--- src/rtl/div_pkg.sv ---
// rtl/div_pkg.sv - shared types and constants for the sequential divider
package div_pkg;

   typedef enum logic [1:0] {
      IDLE = 2'd0,
      RUN  = 2'd1,
      DONE = 2'd2
   } state_t;

   localparam int N_DVD_DEF = 6;
   localparam int N_DVS_DEF = 3;

   // Quotient reported for a zero divisor: all ones.
   localparam logic [N_DVD_DEF-1:0] DBZ_Q = '1;

endpackage

--- src/rtl/seq_div_63_if.sv ---
// rtl/seq_div_63_if.sv - start/done request and result bundle for the divider
interface seq_div_63_if #(
   parameter int N_DVD = 6,
   parameter int N_DVS = 3
);
   logic             start;
   logic [N_DVD-1:0] dividend;
   logic [N_DVS-1:0] divisor;
   logic             ready;
   logic             done;
   logic [N_DVD-1:0] q;
   logic [N_DVS-1:0] r;
   logic             dbz;

   modport master (
      output start, dividend, divisor,
      input  ready, done, q, r, dbz
   );

   modport slave (
      input  start, dividend, divisor,
      output ready, done, q, r, dbz
   );
endinterface

--- src/rtl/div_step.sv ---
// rtl/div_step.sv - one combinational restoring-division step
module div_step #(
   parameter int N_DVS = 3
) (
   input  logic [N_DVS:0]   rem,
   input  logic             bit_in,
   input  logic [N_DVS-1:0] divisor,
   output logic [N_DVS:0]   rem_nx,
   output logic             q_bit
);

   logic [N_DVS+1:0] shifted;
   logic [N_DVS:0]   diff;

   // Shift in the next dividend bit, then subtract the divisor if it fits.
   // diff is only kept when shifted >= divisor, so dropping its top bit is safe.
   always_comb begin
      shifted = {rem, bit_in};
      diff    = shifted[N_DVS:0] - {1'b0, divisor};
      q_bit   = (shifted >= {2'b00, divisor});
      rem_nx  = q_bit ? diff : shifted[N_DVS:0];
   end

endmodule

--- src/rtl/seq_div_63.sv ---
// rtl/seq_div_63.sv - multi-cycle unsigned restoring divider with start/done handshake
module seq_div_63
   import div_pkg::*;
#(
   parameter int N_DVD = N_DVD_DEF,
   parameter int N_DVS = N_DVS_DEF
) (
   input  logic         clk,
   input  logic         rst_n,
   seq_div_63_if.slave  bus
);

   localparam int CNT_W = (N_DVD > 1) ? $clog2(N_DVD) : 1;
   localparam logic [CNT_W-1:0] LAST_STEP = CNT_W'(N_DVD - 1);

   state_t           state;
   state_t           state_nx;
   logic [N_DVD-1:0] qsh;
   logic [N_DVS:0]   rem;
   logic [N_DVS-1:0] dvs;
   logic [CNT_W-1:0] cnt;
   logic [N_DVD-1:0] q_r;
   logic [N_DVS-1:0] r_r;
   logic             dbz_r;

   logic [N_DVS:0]   rem_nx;
   logic             q_bit;
   logic             last_step;

   assign last_step = (cnt == LAST_STEP);

   div_step #(.N_DVS(N_DVS)) u_step (
      .rem     (rem),
      .bit_in  (qsh[N_DVD-1]),
      .divisor (dvs),
      .rem_nx  (rem_nx),
      .q_bit   (q_bit)
   );

   // State register; reset abandons any operation in flight.
   always_ff @(posedge clk or negedge rst_n) begin
      if (!rst_n) begin
         state <= IDLE;
      end else begin
         state <= state_nx;
      end
   end

   // Next state: zero divisor short-circuits straight to DONE.
   always_comb begin
      state_nx = state;
      case (state)
         IDLE: begin
            if (bus.start) begin
               state_nx = (bus.divisor == '0) ? DONE : RUN;
            end
         end
         RUN: begin
            if (last_step) begin
               state_nx = DONE;
            end
         end
         DONE:    state_nx = IDLE;
         default: state_nx = IDLE;
      endcase
   end

   // Datapath: capture operands on accept, one step per RUN cycle, latch result on the last step.
   always_ff @(posedge clk or negedge rst_n) begin
      if (!rst_n) begin
         qsh   <= '0;
         rem   <= '0;
         dvs   <= '0;
         cnt   <= '0;
         q_r   <= '0;
         r_r   <= '0;
         dbz_r <= 1'b0;
      end else begin
         case (state)
            IDLE: begin
               if (bus.start) begin
                  if (bus.divisor == '0) begin
                     q_r   <= '1;
                     r_r   <= '0;
                     dbz_r <= 1'b1;
                  end else begin
                     qsh   <= bus.dividend;
                     rem   <= '0;
                     dvs   <= bus.divisor;
                     cnt   <= '0;
                     dbz_r <= 1'b0;
                  end
               end
            end
            RUN: begin
               qsh <= {qsh[N_DVD-2:0], q_bit};
               rem <= rem_nx;
               cnt <= cnt + 1'b1;
               if (last_step) begin
                  q_r <= {qsh[N_DVD-2:0], q_bit};
                  r_r <= rem_nx[N_DVS-1:0];
               end
            end
            default: begin
            end
         endcase
      end
   end

   assign bus.ready = (state == IDLE);
   assign bus.done  = (state == DONE);
   assign bus.q     = q_r;
   assign bus.r     = r_r;
   assign bus.dbz   = dbz_r;

endmodule

--- src/flat_wrapper.sv ---
// flat-port wrapper written by rule: the top's interface ports become plain ports
module seq_div_63_flat import div_pkg::*;
#(
   parameter int N_DVD = N_DVD_DEF,
   parameter int N_DVS = N_DVS_DEF
)
  (clk, rst_n, bus_start, bus_dividend, bus_divisor, bus_ready, bus_done, bus_q, bus_r, bus_dbz);
  seq_div_63_if #(.N_DVD(N_DVD), .N_DVS(N_DVS)) bus_i ();
  input  logic clk;
  input  logic rst_n;
  input wire logic [$bits(bus_i.start)-1:0] bus_start;
  input wire logic [$bits(bus_i.dividend)-1:0] bus_dividend;
  input wire logic [$bits(bus_i.divisor)-1:0] bus_divisor;
  output wire logic [$bits(bus_i.ready)-1:0] bus_ready;
  output wire logic [$bits(bus_i.done)-1:0] bus_done;
  output wire logic [$bits(bus_i.q)-1:0] bus_q;
  output wire logic [$bits(bus_i.r)-1:0] bus_r;
  output wire logic [$bits(bus_i.dbz)-1:0] bus_dbz;
  assign bus_i.start = bus_start;
  assign bus_i.dividend = bus_dividend;
  assign bus_i.divisor = bus_divisor;
  assign bus_ready = bus_i.ready;
  assign bus_done = bus_i.done;
  assign bus_q = bus_i.q;
  assign bus_r = bus_i.r;
  assign bus_dbz = bus_i.dbz;
  seq_div_63 #(.N_DVD(N_DVD), .N_DVS(N_DVS)) u_core (.clk(clk), .rst_n(rst_n), .bus(bus_i));
endmodule
--- config.mk ---
export PLATFORM = sky130hd
export DESIGN_NAME = seq_div_63_flat
export DESIGN_NICKNAME = d
export VERILOG_FILES = /design/src/rtl/div_pkg.sv /design/src/rtl/seq_div_63_if.sv /design/src/rtl/div_step.sv /design/src/rtl/seq_div_63.sv /design/src/flat_wrapper.sv
export SDC_FILE = /design/constraint.sdc
export NUM_CORES = 1
export LEC_CHECK = 0
export ABC_AREA = 1
export CAP_MARGIN = 20
export CORE_AREA = 2 2 46 69
export DETAILED_ROUTE_END_ITERATION = 8
export DIE_AREA = 0 0 48 71
export GPL_ROUTABILITY_DRIVEN = 0
export PLACE_DENSITY = 0.76
export SETUP_SLACK_MARGIN = 0.2
export SYNTH_ARGS = -nofsm -noshare
export SYNTH_HDL_FRONTEND = slang
export SYNTH_SLANG_ARGS = --single-unit
--- constraint.sdc ---
create_clock -name clk -period 1.6 [get_ports clk]
set_input_delay 0.24 -clock clk [delete_from_list [all_inputs] [get_ports clk]]
set_output_delay 0.24 -clock clk [all_outputs]
set_load 0.02 [all_outputs]
* Yosys cells after proc, flatten, opt, wreduce, memory -nomap -nowiden *
Cells that the tools add are included.

cells by class
  $add $sub $neg = 2
  $mul = 0
  div/mod/pow operators = 0
  $lt $le $gt $ge = 1
  eq/ne operators = 7
  shift-type cells = 0
  muxes and demuxes = 23
  bitwise operators = 1
  reduce and logical (&&, ||, !) cells = 8

operator list
  operator                                               count
  two-way mux 6 bit                                      5
  one-hot mux 6 bit (2 select lines)                     2
  two-way mux 3 bit                                      5
  two-way mux 4 bit                                      3
  one-hot mux 3 bit (2 select lines)                     2
  one-hot mux 4 bit (2 select lines)                     1
  two-way mux 2 bit                                      3
  AND reduction 3 bit                                    2
  >= comparator 5 x 3 -> 1 bit                           1
  inequality test 2 x 1 -> 1 bit, second input constant  2
  inequality test 2 bit, second input constant           2
  one-hot mux 2 bit (2 select lines)                     1
  AND reduction 2 bit                                    2
  AND reduction 4 bit                                    1
  subtractor 4 x 3 -> 4 bit                              1
  adder 3 x 1 -> 3 bit, second input constant            1
  equality test 3 bit, second input constant             1
  zero test 3 bit                                        1
  equality test 2 x 1 -> 1 bit, second input constant    1
  equality test 2 bit, second input constant             1
  zero test 2 bit                                        1
  nonzero test 2 bit                                     1
  two-way mux 1 bit                                      1
  inverter 1 bit                                         1

word-level totals
  bits in registers = 28
  bits in latches = 0
  memory bits (writable) = 0
  ROM bits = 0
  memories kept = 0

* Longest topological paths before layout *
  depth after elaboration = 4
  mapped depth = 10
  depth with buffers taken out = 10

* Hierarchy *
From an unflattened synthesis, not the netlist that was laid out.

unflattened totals
  cells, all modules = 200
  area, all modules = 1554.0 um^2

modules (own cells, without submodules)
  module      instances  cells each  area each (um^2)  sequential area each (um^2)
  seq_div_63  1          160         1317.5            700.7
  div_step    1          40          236.5             0.0

* Worst setup path before layout *
Ideal clock, no wire load.

  kind = flip-flop to flip-flop
  start point = register u_core.qsh[5]
  end point = register u_core.r_r[2], in the netlist u_core.bus.r[2]
  library setup time = 0.117 ns
  arrival = 1.351 ns
  slack = 0.132 ns
  stages on the path, launching flop included = 9
  path buffers = 0
  period minus slack after synthesis = 1.468 ns
  path through = dfrtp_1 inv_1 ha_1 fa_1 xnor2_1 nand2_1 nand2_1 nand3_1 nand2_1

between the ends
  cells in the longest elaborated chain, start to end = 4

RTL lines
  element                                                                           RTL line                        RTL
  start: declaration                                                                seq_div_63.sv:18                logic [N_DVD-1:0] qsh;
  start signal: assignment                                                          seq_div_63.sv:87                qsh <= bus.dividend;
  start signal: assignment                                                          seq_div_63.sv:96                qsh <= {qsh[N_DVD-2:0], q_bit};
  subtractor 4 x 3 -> 4 bit / >= comparator 5 x 3 -> 1 bit (equally long branches)  div_step.sv:19, div_step.sv:20
  two-way mux 4 bit (*)                                                             div_step.sv:21                  rem_nx = q_bit ? diff : shifted[N_DVS:0];
  two-way mux 3 bit (*)                                                             seq_div_63.sv:99                if (last_step) begin
  one-hot mux 3 bit (2 select lines) (*)                                            seq_div_63.sv:79                case (state)
  end signal: assignment                                                            seq_div_63.sv:101               r_r <= rem_nx[N_DVS-1:0];
  end: declaration                                                                  seq_div_63.sv:23                logic [N_DVS-1:0] r_r;

Mark *: on every way between the ends. The rest lies on a longest branch, timed or not. The select of a mux whose other input is x is not followed.
A chain may end at the register's enable or synchronous reset.

* Final worst setup path *
  start point = register u_core.dvs[0]
  end point = register u_core.r_r[1], in the netlist u_core.bus.r[1]

between the ends
  cells in the longest elaborated chain, start to end = 4

RTL lines
  element                                                                           RTL line                        RTL
  start: declaration                                                                seq_div_63.sv:20                logic [N_DVS-1:0] dvs;
  start signal: assignment                                                          seq_div_63.sv:89                dvs <= bus.divisor;
  subtractor 4 x 3 -> 4 bit / >= comparator 5 x 3 -> 1 bit (equally long branches)  div_step.sv:19, div_step.sv:20
  two-way mux 4 bit (*)                                                             div_step.sv:21
  two-way mux 3 bit (*)                                                             seq_div_63.sv:99
  one-hot mux 3 bit (2 select lines) (*)                                            seq_div_63.sv:79

Marked as above.

==> key figures <==
Status
  – Status: finished clean

Setup path
  – Critical Path Sink Type: flip-flop
  – Kind of critical path: flip-flop to flip-flop
  – CP arrival: 1700 ps
  – CP Launch Type: flip-flop
  – CP startpoint: u_core.dvs[0]
  – CP Max Fanout: 2
  – Worst R2R Start: u_core.dvs[0]
  – Req. time, crit path: 1780 ps

Routing
  – Final WL: 3010 µm
  – Antenna viol nets, final: 0
  – Via count: 1177
  – Initial DRC count: 32
  – DRC: 0
  – DR WL/cell: 12.3 µm
  – First drt pass iteration count: 4
  – Via/cell ratio: 4.82

Timing
  – RSZ-0062 raised after global routing: true
  – Fin crit period: 1520 ps
  – Clock skew after layout: 3.38 ps
  – Final Cycle Share: 94.8%
  – Setup violations, final: 0
  – Setup tns final: 0 ps
  – Fmax: 659 MHz
  – Slew HR: 77.2%
  – Slew Limit Fails: 0
  – Final hold vios: 0
  – Worst-Margin Slew: 342 ps

Synthesis
  – Post-synthesis instance total: 169
  – Seq cells post-synth: 28
  – Post-synthesis cell area: 1420 µm²
  – Synthesized net count: 187
  – Top-area cell type share of the netlist area: 49.4%
  – Leading area contributor after synthesis: dfrtp_1
  – Part of the Yosys area used for sequential elements: 49.4%
  – Syn Area/Cell: 8.39 µm²
  – Ys Warns: 0
  – Synth area leaders: dfrtp_1, nand2_1, ha_1
  – Post-synth EDFFs: 0
  – Asr flop ratio synth: 100%
  – Cell variety after synth: 25
  – Main synth FF type: dfrtp_1

Global routing
  – Initial antenna violation count: 0
  – Global-route wire length before repair: 4990 µm
  – All-Layer GR Usage: 19.9%
  – Vias in the first global route: 1211
  – Largest net degree at the start of global routing: 29
  – GR Overflow Total: 0

Hold path
  – Hold_sp: bus_divisor[0]
  – Class of the tightest hold or removal check: input pin to flip-flop

Power
  – Power Density: 2390 nW/µm²
  – VDD IR max: 1.08 mV
  – Power Total: 4610 µW
  – P_leak: 0.000999 µW

Clock tree
  – Worst skew pair latency: 280 ps
  – CTS buffer count: 3
  – Sink Count: 28
  – Clock Path Buffers: 2
  – CTS tree: built
  – Root Buffer: clkbuf_8
  – Clock H-tree levels: 1
  – Worst-path clk slew: 90 ps

Layout
  – Commonest non-fill, non-tap cells in the layout: nand2_1, dfrtp_1, nand2_2, dlygate4sd2_1
  – Area growth, synth to finish: 35.9%
  – Leading cell type in the layout, fill and taps excluded: nand2_1
  – Nets: 224
  – N_diodes: 0
  – Layout cells sized above 1: 29.3%
  – Post-route design area: 1930 µm²

Floorplanning
  – Core ar.: 2850 µm²
  – Ports: 24
  – # rows: 24
  – Initial core utilization: 49.7%
  – DIE AREA: 3410 µm²
  – Die Height: 71 µm
  – Die Wd: 48 µm

Placed design
  – Final HPWL DP: 2180 µm
  – # port buffers: 23
  – Placed Instance Area: 1740 µm²

Flow run
  – Max-cap viol count: 0
==> report_power, final <==
group | switching, µW | internal [µW] | total, µW
sequential | 204 | 1040 | 1240
combinational | 1720 | 1210 | 2930
clock | 216 | 221 | 437
==> cell type report <==
cell class / count / area, µm²
Tap cell: 39 / 48.8
Inverter: 17 / 71.3
Timing Repair Buffer: 34 / 312
Clock buffer: 4 / 55.1
Sequential cell: 28 / 701
Fill cell: 226 / 926
Multi-Input combinational cell: 122 / 739
==> critical path, stage by stage (launching register included) <==
cell	delay, ps
dfrtp_1	430
ha_4	190
fa_2	540
inv_2	40
nand2_2	50
nand2_2	60
nand3_2	70
nand2_2	50
==> flip-flops by register name, indices dropped and copies added (netlist names) <==
name,count
u_core.bus.r,3
u_core.rem,4
u_core.dvs,3
u_core.bus.dbz,1
u_core.qsh,6
u_core.bus.q,6
u_core.cnt,3
u_core.state,2
==> Yosys cell counts, types with 2 or more instances <==
master and number:
nand2_1 67, nand3_1 8, nor2_1 8, o21ai_0 6
nand2_4 2, dfrtp_1 28, o21ai_2 2, buf_2 2
xnor2_1 2, nand2_2 3, inv_1 11, o21ai_1 7
nor2_2 2, ha_1 5, inv_2 6
==> stage by stage <==
| stage | cells | util (%) | setup slack [ps] | hold slack, ps |
|---|---|---|---|---|
| final | 244 | 67.5 | 82.6 | 270 |
| after global routing | 244 | 67.5 | -6.60 | 300 |
| after CTS | 241 | 64.0 | 93.0 | 353 |
| after detailed placement | 233 | 60.8 | -5.76 | 458 |
| after global placement | 233 | 60.8 | 20.2 | 462 |
| after floorplan | 169 | - | 193 | -55.6 |
==> logic make-up after synthesis <==
logic type,synth area share [%]
AO/OA/AOI/OAI,7.68
XOR/XNOR,1.24
adder cells (fa/ha/maj),5.83
buffers and inverters,6.00
flip-flops,49.4
AND/OR/NAND/NOR,29.8
==> layer usage <==
| metal | up-vias | routed length (µm) | track usage [%] | share of wire [%] |
|---|---|---|---|---|
| met2 | 14 | 1710 | 36.7 | 57 |
| met3 | 5 | 63 | 3.06 | 2.1 |
| met5 | - | 0 | 0 | 0 |
| met1 | 560 | 1200 | 22.5 | 40 |
| met4 | 0 | 32 | 4.50 | 1.1 |
| li1 | 598 | - | - | - |
==> timing repair <==
| item | in CTS | in global routing |
|---|---|---|
| endpoints found under the setup margin | 22 | 19 |
| pin swaps | 12 | 16 |
| hold endpoints to repair | 0 | 0 |
| gates cloned | 0 | 1 |
| buffers inserted | 4 | 2 |
| hold buffers | 0 | 0 |
| gates resized for setup | 22 | 24 |
==> path summary, 6_finish.rpt <==
path	endpoint	slack (ps)	cells past startpoint
min reg2reg	u_core.bus.q[3]	470	2
min	u_core.dvs[0]	270	3
max	u_core.bus.r[1]	80	7
min in group asynchronous	u_core.dvs[0]	330	2
max in group asynchronous	u_core.bus.r[1]	1010	2
max reg2reg	u_core.bus.r[1]	80	7
(Power assumes the default switching activity.)
